[config.mk]
export PLATFORM = sky130hd
export DESIGN_NAME = cache_refill_ctrl
export DESIGN_NICKNAME = d
export VERILOG_FILES = /design/src/rtl/cache_refill_ctrl.sv
export SDC_FILE = /design/constraint.sdc
export NUM_CORES = 1
export LEC_CHECK = 0
export ABC_CLOCK_PERIOD_IN_PS = 1700
export BUFFER_PORTS_ARGS = -buffer_cell sky130_fd_sc_hd__clkbuf_2
export CAP_MARGIN = 0
export CORE_ASPECT_RATIO = 1.2
export CORE_MARGIN = 8
export CORE_UTILIZATION = 38
export DETAILED_ROUTE_END_ITERATION = 8
export PLACE_DENSITY = 0.76
export SLEW_MARGIN = 0
export SYNTH_ARGS = -nofsm -noshare
export SYNTH_HDL_FRONTEND = slang
export SYNTH_SLANG_ARGS = --single-unit
export TNS_END_PERCENT = 1
[constraint.sdc]
create_clock -name clk -period 1.7 [get_ports clk]
set_clock_uncertainty 0.05 [all_clocks]
set_input_delay 0.255 -clock clk [delete_from_list [all_inputs] [get_ports clk]]
set_output_delay 0.255 -clock clk [all_outputs]
set_load 0.05 [all_outputs]
[src/rtl/cache_refill_ctrl.sv]
// Write-through, write-allocate controller between a CPU port, a direct-mapped cache and memory.
// Load hits finish in the request cycle; load misses refill from memory; stores go through.
module cache_refill_ctrl #(
  parameter int unsigned DATA_WIDTH = 32,
  parameter int unsigned ADDR_WIDTH = 32,
  parameter int unsigned CNT_WIDTH  = 16
) (
  input  logic                  clk,
  input  logic                  reset,

  input  logic                  cpu_req_i,
  input  logic                  cpu_we_i,
  input  logic [ADDR_WIDTH-1:0] cpu_addr_i,
  input  logic [DATA_WIDTH-1:0] cpu_wdata_i,
  output logic                  cpu_ready_o,
  output logic [DATA_WIDTH-1:0] cpu_rdata_o,

  output logic [ADDR_WIDTH-1:0] cache_addr_o,
  output logic [DATA_WIDTH-1:0] cache_wdata_o,
  output logic                  cache_we_o,
  input  logic                  cache_hit_i,
  input  logic [DATA_WIDTH-1:0] cache_rdata_i,

  output logic                  mem_req_o,
  output logic                  mem_we_o,
  output logic [ADDR_WIDTH-1:0] mem_addr_o,
  output logic [DATA_WIDTH-1:0] mem_wdata_o,
  input  logic                  mem_ack_i,
  input  logic [DATA_WIDTH-1:0] mem_rdata_i,

  output logic [CNT_WIDTH-1:0]  hit_cnt_o,
  output logic [CNT_WIDTH-1:0]  miss_cnt_o
);

  typedef enum logic [1:0] {
    StIdle   = 2'b00,
    StRefill = 2'b01,
    StWback  = 2'b10
  } state_e;

  state_e                state_q, state_d;
  logic [ADDR_WIDTH-1:0] addr_q, addr_d;
  logic [DATA_WIDTH-1:0] data_q, data_d;
  logic [CNT_WIDTH-1:0]  hit_cnt_q, hit_cnt_d;
  logic [CNT_WIDTH-1:0]  miss_cnt_q, miss_cnt_d;

  logic                  ready;
  logic                  cache_we;
  logic [DATA_WIDTH-1:0] rdata;
  logic [DATA_WIDTH-1:0] cache_wdata;

  always_comb begin
    state_d     = state_q;
    addr_d      = addr_q;
    data_d      = data_q;
    hit_cnt_d   = hit_cnt_q;
    miss_cnt_d  = miss_cnt_q;
    ready       = 1'b0;
    cache_we    = 1'b0;
    rdata       = '0;
    cache_wdata = '0;

    unique case (state_q)
      StIdle: begin
        if (cpu_req_i) begin
          if (cpu_we_i) begin
            // Allocate into the cache immediately, then write through.
            cache_we    = 1'b1;
            cache_wdata = cpu_wdata_i;
            addr_d      = cpu_addr_i;
            data_d      = cpu_wdata_i;
            state_d     = StWback;
          end else if (cache_hit_i) begin
            ready = 1'b1;
            rdata = cache_rdata_i;
            if (hit_cnt_q != '1) hit_cnt_d = hit_cnt_q + CNT_WIDTH'(1);
          end else begin
            addr_d  = cpu_addr_i;
            state_d = StRefill;
            if (miss_cnt_q != '1) miss_cnt_d = miss_cnt_q + CNT_WIDTH'(1);
          end
        end
      end
      StRefill: begin
        if (mem_ack_i) begin
          cache_we    = 1'b1;
          cache_wdata = mem_rdata_i;
          ready       = 1'b1;
          rdata       = mem_rdata_i;
          state_d     = StIdle;
        end
      end
      StWback: begin
        if (mem_ack_i) begin
          ready   = 1'b1;
          state_d = StIdle;
        end
      end
      default: state_d = StIdle;
    endcase
  end

  always_ff @(posedge clk) begin
    if (reset) begin
      state_q    <= StIdle;
      addr_q     <= '0;
      data_q     <= '0;
      hit_cnt_q  <= '0;
      miss_cnt_q <= '0;
    end else begin
      state_q    <= state_d;
      addr_q     <= addr_d;
      data_q     <= data_d;
      hit_cnt_q  <= hit_cnt_d;
      miss_cnt_q <= miss_cnt_d;
    end
  end

  // Strobes are suppressed during reset so an abandoned access never writes the cache.
  assign cpu_ready_o   = ready & cpu_req_i & ~reset;
  assign cache_we_o    = cache_we & ~reset;
  assign cpu_rdata_o   = rdata;
  assign cache_wdata_o = cache_wdata;
  assign cache_addr_o  = (state_q == StIdle) ? cpu_addr_i : addr_q;

  assign mem_req_o   = (state_q == StRefill) || (state_q == StWback);
  assign mem_we_o    = (state_q == StWback);
  assign mem_addr_o  = addr_q;
  assign mem_wdata_o = data_q;

  assign hit_cnt_o  = hit_cnt_q;
  assign miss_cnt_o = miss_cnt_q;

endmodule

## After elaboration in Yosys (flattened, before gate mapping)

Cells that the tools add are included.

| cells by class | value |
|---|---|
| reduce and logical (&&, ||, !) cells | 8 |
| bitwise gates (word level) | 6 |
| $add $sub $neg | 2 |
| mux-type cells | 24 |
| equal/unequal tests | 8 |

Operators by type and width:

| operator | number |
|---|---|
| two-way mux 32 bit | 9 |
| case mux 32 bit (2 select lines) | 2 |
| adder 16 x 1 -> 16 bit, second input constant | 2 |
| inequality test 16 bit, second input constant | 2 |
| AND reduction 5 bit | 2 |
| AND reduction 3 bit | 3 |
| two-way mux 2 bit | 4 |
| two-way mux 1 bit | 6 |
| inequality test 2 bit, second input constant | 2 |
| case mux 1 bit (2 select lines) | 2 |
| case mux 2 bit (2 select lines) | 1 |
| bitwise AND 1 bit | 3 |
| inequality test 3 bit, second input constant | 1 |
| inverter 1 bit | 3 |
| == test 2 x 1 -> 1 bit, second input constant | 1 |
| == test 2 bit, second input constant | 1 |
| logical NOT 2 bit | 1 |
| inequality test 2 x 1 -> 1 bit, second input constant | 1 |
| OR reduction 2 bit | 1 |
| logical OR 1 bit | 1 |

| storage, ports and cells | value |
|---|---|
| word-level logic and storage cells | 53 |
| bits in registers | 98 |
| output and inout bits | 196 |

## Logic depth before layout (Yosys ltp)

Gate-level depths: netlist of the first run.

| logic depth | value |
|---|---|
| depth in word-level cells | 6 |
| gate-level depth with buffers | 8 |
| depth with buffers taken out | 7 |

## Worst setup path before layout of the first run

No wires, ideal clock.

| timing | value |
|---|---|
| kind | flip-flop to output port |
| start point | reg state_q[0] |
| end point | out cpu_ready_o |
| stages on the path, launching flop included | 5 |
| slack | -1357 ps |
| data required time | 1395 ps |
| data arrival time | 2752 ps |
| buffers on the path | 0 |
| cells stage by stage | dfxtp_1 inv_1 ha_1 a21oi_1 nor4b_1 |

| on the way | value |
|---|---|
| word-level cells in the longest chain between the ends | 5 |
| elaborated cells on any way between the ends | 7 |

RTL lines:

| item | line | source |
|---|---|---|
| start: declaration | 41 | `state_e state_q, state_d;` |
| start signal: assignment | 105 | `state_q <= StIdle;` |
| start signal: assignment | 111 | `state_q <= state_d;` |
| == test 2 bit / == test 2 x 1 -> 1 bit (equally long branches) | 63 | `unique case (state_q)` |
| OR reduction 2 bit (no source line) | -- |  |
| case mux 1 bit (2 select lines) * | 63 |  |
| bitwise AND 1 bit * (2 in a row) | 120 | `assign cpu_ready_o = ready & cpu_req_i & ~reset;` |
| end: declaration | 15 | `output logic cpu_ready_o,` |

Every way passes the cells marked *; elsewhere a longest branch is shown, timed or not.

## Final worst setup path of the first run

| timing | value |
|---|---|
| start point | reg state_q[0] |
| end point | out cpu_rdata_o[21] |

| on the way | value |
|---|---|
| word-level cells in the longest chain between the ends | 2 |
| elaborated cells on any way between the ends | 3 |

RTL lines:

| item | line | source |
|---|---|---|
| == test 2 x 1 -> 1 bit / logical NOT 2 bit (equally long branches) | 63 |  |
| case mux 32 bit (2 select lines) * | 63 |  |
| end: declaration | 16 | `output logic [DATA_WIDTH-1:0] cpu_rdata_o,` |

Marks and branches as above.

==> impl_metrics.tcl, run 1 <==
set metrics [dict create \
    clockPowerShare_pct 25.6 \
    synthFlopType "dfxtp_1" \
    cp_max_fo 16 \
    vias 6025 \
    yosysWarnings 0 \
    path_delay_family "buffers and inverters" \
    seqPwrFrac_pct 29.3 \
    antenna_found_initial 2 \
    hp-class "in -> reg" \
    clk_latency_ns 0.33 \
    tritoncts "yes" \
    p_leak_nw 4.23 \
    diodes 0 \
    slew_viol_final 0 \
    ant_nets 0 \
    postSynthCellCount 658 \
    ys_top_cells_by_count "nand2_1, dfxtp_1, a21oi_1, nor2_1, mux2_2" \
    preCtsSetupSlack_ns -0.161 \
    power_switching_mw 3.32 \
    critical-path-slowest-cell "dfxtp_2" \
    hpwl_um 17200 \
    worst_pin_slew_ns 0.540 \
    dieArea_um2 16700 \
    area_delta_synth_final_pct 84.0 \
    violations "setup timing" \
    drc_errors 0 \
    boundaryPins 330 \
    cts_max_path_buffers 2 \
    critPathBufInv 4 \
    cts_root_buf "clkbuf_16" \
    fin_crit_ns 2.12 \
    cp_cell_sequence "inv_2 > ha_4 > nand2_4 > nor2_4 > buf_12 > buf_6 > nand2_1 > nand2_2 > buf_12" \
    cap_violations 0 \
    finalWirelength_um 22200 \
    cts_made_buffers 9 \
    cts_max_level 3 \
    setup_violations 112 \
    yosys-top-cells-area "dfxtp_1, nand2_1, mux2_2" \
    cts.sink_count 98 \
    fp.dieW_um 119 \
    core_area_um2 12600 \
    crit_path_end_kind "output pin" \
    grt_pass1_wl_um 33500 \
    die_h_um 140 \
    fin_ws_ns -0.418 \
    yosysTopAreaCellShare_pct 40.4 \
    syn_area_um2 4860 \
    max_slew_margin_pct 63.7 \
    ir_drop_mv 0.702 \
    p_int_mw 5.22 \
    initial_core_util_pct 38.7 \
    cts.clk_slew.worst_paths_ns 0.07 \
    ys_ff_latch 98 \
    stdcell_count 1178 \
    crit_path_start_kind "flip-flop" \
    yosysSeqAreaShare_pct 40.4 \
    num_rows 45 \
    num-nets-final 1149 \
    drive_above_1_share_pct 53.6 \
    wl_per_cell_um 18.8 \
    avgSynthCellArea_um2 7.38 \
    synth_cell_types 41 \
    viasPerCell 5.11 \
    status "finished, violations left" \
    grt_pass1_vias 6025 \
    synth_top_area_cell "dfxtp_1" \
    num-fill-cells 956 \
    worst_ep_required_time_ns 1.39 \
    rsz0062_at_grt "true" \
    port_buffers 329 \
    grt_max_degree 68 \
    cp_common_cell "buf_12" \
    grtUsageTotal_pct 25.1 \
    async_reset_ff_share_pct 0 \
    holdBufCountCts 0 \
    drt_iter0_drc 310 \
    gp_congestion 0.913 \
    synthesis.nets 798 \
    powerDensity_nw_per_um2 955 \
    synth.most_common_cell "nand2_1" \
    dp_cells 1160 \
    worstPathArrival_ns 1.81 \
    worst-setup-path-type "reg -> out" \
    critPathMaxStageDelay_ns 0.34 \
    swShare_pct 38.9 \
    max_freq_mhz 472 \
    hold_violations 0 \
    synth_edf_count 0 \
    power.total_mw 8.53 \
    drt_pass1_iterations 5 \
    min_period_over_period_pct 125 \
    grt_overflow 0 \
    pwr-share-comb_pct 45.1 \
    final_util_pct 71.2 \
]
## final timing paths
check,endpoint,slack [ns],from,depth (start not counted)
setup / recovery,cpu_rdata_o[21],-0.42,state_q[0],9
hold / removal,mem_addr_o[11],0.10,cpu_addr_i[11],3
setup reg to reg,miss_cnt_o[11],-0.11,state_q[0],7
hold reg to reg,mem_wdata_o[25],0.40,mem_wdata_o[25],2
## state kept, by name (all words and copies together), names as in the netlist
register     count
mem_wdata_o     32
miss_cnt_o      16
mem_addr_o      32
state_q          2
hit_cnt_o       16
## logic make-up after synthesis
group / synth area share (%)
and+or+nand+nor: 31.6
xor gates and xnor gates: 4.51
buffers and inverters: 3.94
AOI/OAI and AO/OA: 9.79
muxes: 8.27
DFF: 40.4
adders and majority gates: 1.55
## power by group through the flow
stage	clock [mW]	sequential, mW	combinational (mW)
after global routing	2.34	2.52	4.00
after detailed placement	0	2.55	3.49
after global placement	0	2.54	3.45
final	2.18	2.50	3.85
after floorplan	0	2.94	1.86
after CTS	2.24	2.50	3.83
## layer usage
metal | track usage (%) | vias up | wire length (um)
met3 | 8.38 | 29 | 1810
met1 | 26.4 | 2855 | 8160
met4 | 7.20 | 4 | 430
met5 | 0 | - | 27
li1 | - | 2883 | -
met2 | 46.3 | 254 | 11700
## worst register-to-register path, stage by stage (launching register included)
cell	delay [ns]
dfxtp_2	0.34
inv_2	0.08
ha_4	0.20
and4bb_2	0.32
nand3_4	0.15
nor4_2	0.34
xnor2_1	0.16
nor2_1	0.05
## through the flow
stage	cell area, um2	setup TNS [ns]	hold WS, ns
finish	8940	-33.91	0.104
global route	8940	-44.18	0.0920
floorplan	5140	-6.73	0.341
global placement	8020	-0.727	0.392
CTS	8890	-35.56	0.0870
detailed placement	8020	-2.82	0.396
## cells in the final DEF (no fill, tap or decap), drive strengths merged, types with 2 or more instances in the layout
cell    synthesis  final
o21ai           7      7
dfxtp          98     98
ha              6      6
clkbuf         29    282
mux2i           3      3
or4             2      2
xnor2           7      7
nor2           36     36
mux2           33     33
o211ai          3      3
a21oi          70     70
o21bai          2      2
nand2         267    267
a31oi           2      2
nor4            5      5
nor2b           4      4
inv             5      6
nand3          16     16
o31ai           2      2
nand4           9      9
xor2           18     18
buf             9    108
and4            6      6
nor3            4      4
bufinv          0      2
and3            7      7
## repair_timing
action	in CTS	in global routing
gates resized for setup	108	19
buffers inserted	1	0
pin swaps	15	6
gates cloned	1	0
setup endpoints to repair	115	131
## cell type report
class | count | area [um2] | share of cell area [%]
multi-input combinational | 517 | 2990 | 33.5
timing repair buffer | 378 | 3390 | 38.0
clock inverter | 4 | 73.8 | 0.826
sequential | 98 | 2010 | 22.4
clock buffer | 12 | 246 | 2.76
inverter | 5 | 18.8 | 0.210
tap | 164 | 205 | 2.30
(Power assumes the default switching activity.)
==> inputs of run 2 (changes only) <==
--- a/config.mk
+++ b/config.mk
@@ -12,7 +12,7 @@
 export CORE_MARGIN = 8
 export CORE_UTILIZATION = 38
 export DETAILED_ROUTE_END_ITERATION = 8
-export PLACE_DENSITY = 0.76
+export PLACE_DENSITY_LB_ADDON = 0.12
 export SLEW_MARGIN = 0
 export SYNTH_ARGS = -nofsm -noshare
 export SYNTH_HDL_FRONTEND = slang
==> run 2 against run 1 <==
The run still ends with setup timing left; maximum frequency down 0.93%; largest cell class unchanged; clock power grew 6%; sequential cell count unchanged; register-to-register slack barely moved; routed wire length rose by 3.8%; first-iteration DRC count down 18%; power grew 2.8%; global-route usage is 1.5 points higher; clock-buffer cell count shrank 3; critical path type unchanged; non-clock buffer count grew 30.
==> impl_metrics.tcl, run 2 (synthesis gave the netlist of run 1 again) <==
set metrics [dict create \
    status "finished, violations left" \
    violations "setup timing" \
    grt_max_degree 44 \
    fp.dieW_um 119 \
    tritoncts "yes" \
    port_buffers 329 \
    grtUsageMet2_pct 46.7 \
    cts_root_buf "clkbuf_16" \
    dieArea_um2 16700 \
    cts.sink_count 98 \
    max_slew_margin_pct 69.5 \
    critPathMaxStageDelay_ns 0.34 \
    finalWirelength_um 23000 \
    worst_ep_required_time_ns 1.39 \
    path_delay_family "simple AND/OR/NAND/NOR gates" \
    vias 6025 \
    grt_busiest_layer "met2" \
    crit_path_start_kind "flip-flop" \
    cts_max_level 3 \
    cp_max_fo 6 \
    multiInputGateArea_um2 3050 \
    wl_per_cell_um 19.0 \
    num-fill-cells 977 \
    clk_latency_ns 0.34 \
    grt_pass1_vias 6095 \
    layout_common_cells "clkbuf_2, nand2_1, nand2_2" \
    initial_core_util_pct 38.7 \
    holdWs_ns 0.0976 \
    gp_congestion 0.867 \
    hpwl_um 18000 \
    powerDensity_nw_per_um2 945 \
    ant_nets 0 \
    core_area_um2 12600 \
    p_leak_nw 4.40 \
    num_rows 45 \
    die_h_um 140 \
    cts_max_path_buffers 2 \
    crit_path_end_kind "output pin" \
    slew_viol_final 0 \
    fin_crit_ns 2.14 \
    cts_made_buffers 9 \
    ir_drop_mv 0.774 \
    globalRouteMet1Util_pct 28.8 \
    critPathBufInv 3 \
    antenna_found_initial 4 \
    max_freq_mhz 468 \
    drt_iter0_drc 253 \
    worst_pin_slew_ns 0.458 \
    power.total_mw 8.78 \
    critical-path-slowest-cell "dfxtp_2" \
    grtUsageTotal_pct 26.6 \
    num-nets-final 1179 \
    worst-setup-path-type "reg -> out" \
    hold_violations 0 \
    min_period_over_period_pct 126 \
    seq_area_um2 2010 \
    drc_errors 0 \
    cap_violations 0 \
    final_common_cell "clkbuf_2" \
    cts.clk_slew.worst_paths_ns 0.07 \
    grt_overflow 0 \
    fin_ws_ns -0.437 \
    drt_pass1_iterations 4 \
    cp_common_cell "buf_12" \
    viasPerCell 4.98 \
    area_delta_synth_final_pct 91.2 \
    grt_pass1_wl_um 35200 \
    cp_cell_sequence "inv_2 > ha_4 > nand2_4 > nor2_4 > buf_12 > a21oi_4 > nor4b_4 > buf_12" \
    worstPathArrival_ns 1.83 \
    gr-usage-met3_pct 9.43 \
    drive_above_1_share_pct 56.5 \
    hp-class "in -> reg" \
    boundaryPins 330 \
    setup_violations 109 \
    rsz0062_at_grt "true" \
]
[run 2: final timing paths]
check             startpoint         endpoint  slack, ns  cells after the start
max               state_q[0]      cpu_ready_o      -0.44                      8
min            cpu_addr_i[3]    mem_addr_o[3]        0.1                      3
max reg2reg       state_q[0]    miss_cnt_o[7]      -0.11                      7
min reg2reg  mem_wdata_o[29]  mem_wdata_o[29]       0.40                      2
[run 2: timing repair]
item | 4_1_cts | 5_1_grt
setup buffers | 1 | 1
hold buffers | 0 | 0
gates resized for setup | 90 | 16
pin swaps | 20 | 1
setup endpoints to repair | 113 | 123
gates cloned | 1 | 1
[run 2: area by class of cell]
type	count	share of cell area, %
sequential	98	21.6
antenna	1	0.0269
multi-input combinational	517	32.8
inverter	5	0.202
clock buffer	9	2.42
timing repair buffer	408	39.5
clock inverter	7	1.25
tap	164	2.21
[run 2: routing by layer]
| metal | wire (um) | vias to the layer above |
|---|---|---|
| li1 | - | 2945 |
| met1 | 8570 | 2793 |
| met2 | 11800 | 244 |
| met3 | 2050 | 37 |
| met4 | 591 | 6 |
| met5 | 42 | - |
[run 2: per-stage QoR]
step | util (%) | instance area [um2] | cells | worst slack (ns) | setup TNS [ns]
floorplan | - | 5140 | 658 | -0.139 | -6.73
global placement | 67.2 | 8430 | 1188 | -0.0430 | -0.501
detailed placement | 67.2 | 8430 | 1188 | -0.103 | -2.02
CTS | 73.2 | 9190 | 1206 | -0.398 | -34.52
global route | 74.0 | 9290 | 1209 | -0.496 | -43.25
finish | 74.0 | 9290 | 1209 | -0.437 | -34.33
[run 2: worst register-to-register path, cell delays in order (launching register included)]
cell and delay [ns]:
dfxtp_2 0.34, inv_2 0.07, ha_4 0.18, and4bb_1 0.32
buf_4 0.16, o21ai_4 0.06, or4_1 0.40, a21oi_1 0.14
[run 2: where the power goes]
part           internal (mW)  switching [mW]  leakage (nW)
clock network           1.44           0.872         0.162
logic                   1.55            2.42          3.43
registers               2.42          0.0861         0.812
==> inputs of run 3 (changes only) <==
--- a/config.mk
+++ b/config.mk
@@ -6,12 +6,11 @@
 export NUM_CORES = 1
 export LEC_CHECK = 0
 export ABC_CLOCK_PERIOD_IN_PS = 1700
-export BUFFER_PORTS_ARGS = -buffer_cell sky130_fd_sc_hd__clkbuf_2
 export CAP_MARGIN = 0
-export CORE_ASPECT_RATIO = 1.2
-export CORE_MARGIN = 8
-export CORE_UTILIZATION = 38
+export CORE_AREA = 8 8 123 125
 export DETAILED_ROUTE_END_ITERATION = 8
+export DIE_AREA = 0 0 131 133
+export DONT_BUFFER_PORTS = 1
 export PLACE_DENSITY_LB_ADDON = 0.12
 export SLEW_MARGIN = 0
 export SYNTH_ARGS = -nofsm -noshare
==> run 3 against run 2 <==
The run ends with hold timing, setup timing left; worst hold slack got worse by 0.17 ns; clock-buffer cell count rose by 4; sequential cell count did not move; critical path type unchanged; largest power group unchanged; highest routed layer is now met4.
==> impl_metrics.tcl, run 3 (synthesis gave the netlist of run 1 again) <==
set metrics [dict create \
    violations "hold timing, setup timing" \
    drive_above_1_share_pct 40.2 \
    worstPathArrival_ns 1.75 \
    tritoncts "yes" \
    drc_errors 0 \
    finalSetupTns_ns -29.97 \
    viasPerCell 5.33 \
    dieArea_um2 17400 \
    die_h_um 133 \
    area_delta_synth_final_pct 52.4 \
    min_from "reset" \
    r2r_end "miss_cnt_o[9]" \
    boundaryPins 330 \
    cts_max_level 3 \
    num-nets-final 902 \
    finalWirelength_um 20000 \
    grt_pass1_wl_um 28900 \
    drt_pass1_iterations 5 \
    cts_made_buffers 9 \
    setup_violations 103 \
    max_freq_mhz 487 \
    rrSetupSlack_ns -0.05 \
    drt_iter0_drc 298 \
    vias 5025 \
    fin_crit_ns 2.06 \
    worst_ep_required_time_ns 1.39 \
    wl_per_cell_um 21.2 \
    diodes 0 \
    hp-class "in -> reg" \
    grt_pass1_vias 4974 \
    min_period_over_period_pct 121 \
    ant_nets 0 \
    ir_drop_mv 0.578 \
    grt_max_degree 101 \
    status "finished, violations left" \
    hold_violations 98 \
    cts.sink_count 98 \
    final_common_cell "nand2_1" \
    antenna_found_initial 0 \
    powerDensity_nw_per_um2 1060 \
    final_util_pct 56.6 \
    worst_pin_slew_ns 0.595 \
    slew_viol_final 0 \
    p_leak_nw 3.17 \
    crit_path_start_kind "flip-flop" \
    startpoint "state_q[1]" \
    core_area_um2 13100 \
    crit_path_end_kind "output pin" \
    holdWs_ns -0.0772 \
    num_rows 42 \
    cap_violations 0 \
    min_path_cells 1 \
    cts_max_path_buffers 2 \
    gp_congestion 0.931 \
    cts.clk_slew.worst_paths_ns 0.06 \
    grtUsageTotal_pct 21.5 \
    layout_common_cells "nand2_1, buf_4, dfxtp_1" \
    worst_hold_path.endpoint "miss_cnt_o[5]" \
    r2r_start "state_q[1]" \
    grt_overflow 0 \
    cp_max_fo 25 \
    cts_root_buf "clkbuf_16" \
    max_slew_margin_pct 60.3 \
    rsz0062_at_grt "true" \
    fp.dieW_um 131 \
    clk_latency_ns 0.34 \
    port_buffers 0 \
    postCtsSetupRepairBufs 0 \
    fin_ws_ns -0.355 \
    hpwl_um 15600 \
    worst-setup-path-type "reg -> out" \
    initial_core_util_pct 37.1 \
    r2r_cells 7 \
]
## run 3: cell types whose count changed in the layout (fill, tap and decap cells not counted), sizes merged
cell / previous run / this run
clkinvlp: 2 / 0
inv: 6 / 5
clkbuf: 272 / 14
diode: 1 / 0
buf: 145 / 130
bufinv: 3 / 1
## run 3: area by class of cell
class | instances | area, um2
tap | 176 | 220
timing repair buffer | 131 | 1530
fill | 1208 | 5680
clock inverter | 2 | 35.0
clock buffer | 13 | 270
inverter | 5 | 18.8
sequential | 98 | 2010
multi-input combinational | 517 | 3320
## run 3: report_power, final
| group | switching [mW] | internal [mW] |
|---|---|---|
| clock network | 0.832 | 1.25 |
| logic | 2.05 | 1.01 |
| registers | 0.252 | 2.42 |
## run 3: worst max-delay path, cell delays in order, from the launching register on
cell,delay (ns)
dfxtp_2,0.32
inv_2,0.09
ha_4,0.19
and3_2,0.26
buf_12,0.19
nand2_1,0.11
nand2_2,0.10
buf_12,0.14
## run 3: per-layer routing
metal,global-route usage [%],vias up,wire length [um]
met5,0,-,0
met4,12.6,0,879
met3,6.31,46,1880
met2,38.6,217,10400
met1,21.2,2378,6820
li1,-,2384,-
## run 3: worst max-delay path by stage
| stage | endpoint | cells past startpoint |
|---|---|---|
| floorplan | cpu_ready_o | 7 |
| global placement | miss_cnt_o[7] | 7 |
| detailed placement | miss_cnt_o[9] | 7 |
| CTS | cpu_rdata_o[2] | 8 |
| global route | cpu_ready_o | 7 |
| finish | cache_wdata_o[2] | 7 |
## run 3: through the flow
stage	instance area (um2)	setup slack (ns)	std cells	power, mW	hold WS (ns)
6_report	7400	-0.355	942	7.82	-0.0772
3_5_place_dp	6680	-0.113	926	5.60	0.281
5_1_grt	7400	-0.453	942	8.11	-0.0936
4_1_cts	7290	-0.385	941	7.85	-0.0900
3_3_place_gp	6680	-0.0388	926	5.57	0.278
2_1_floorplan	5140	-0.139	658	4.81	0.341
## run 3: what timing repair did
item | in CTS | in global routing
gates resized for setup | 70 | 25
endpoints found under the setup margin | 108 | 124
cloned | 0 | 1
pin swaps | 36 | 5
endpoints found under the hold margin | 98 | 98
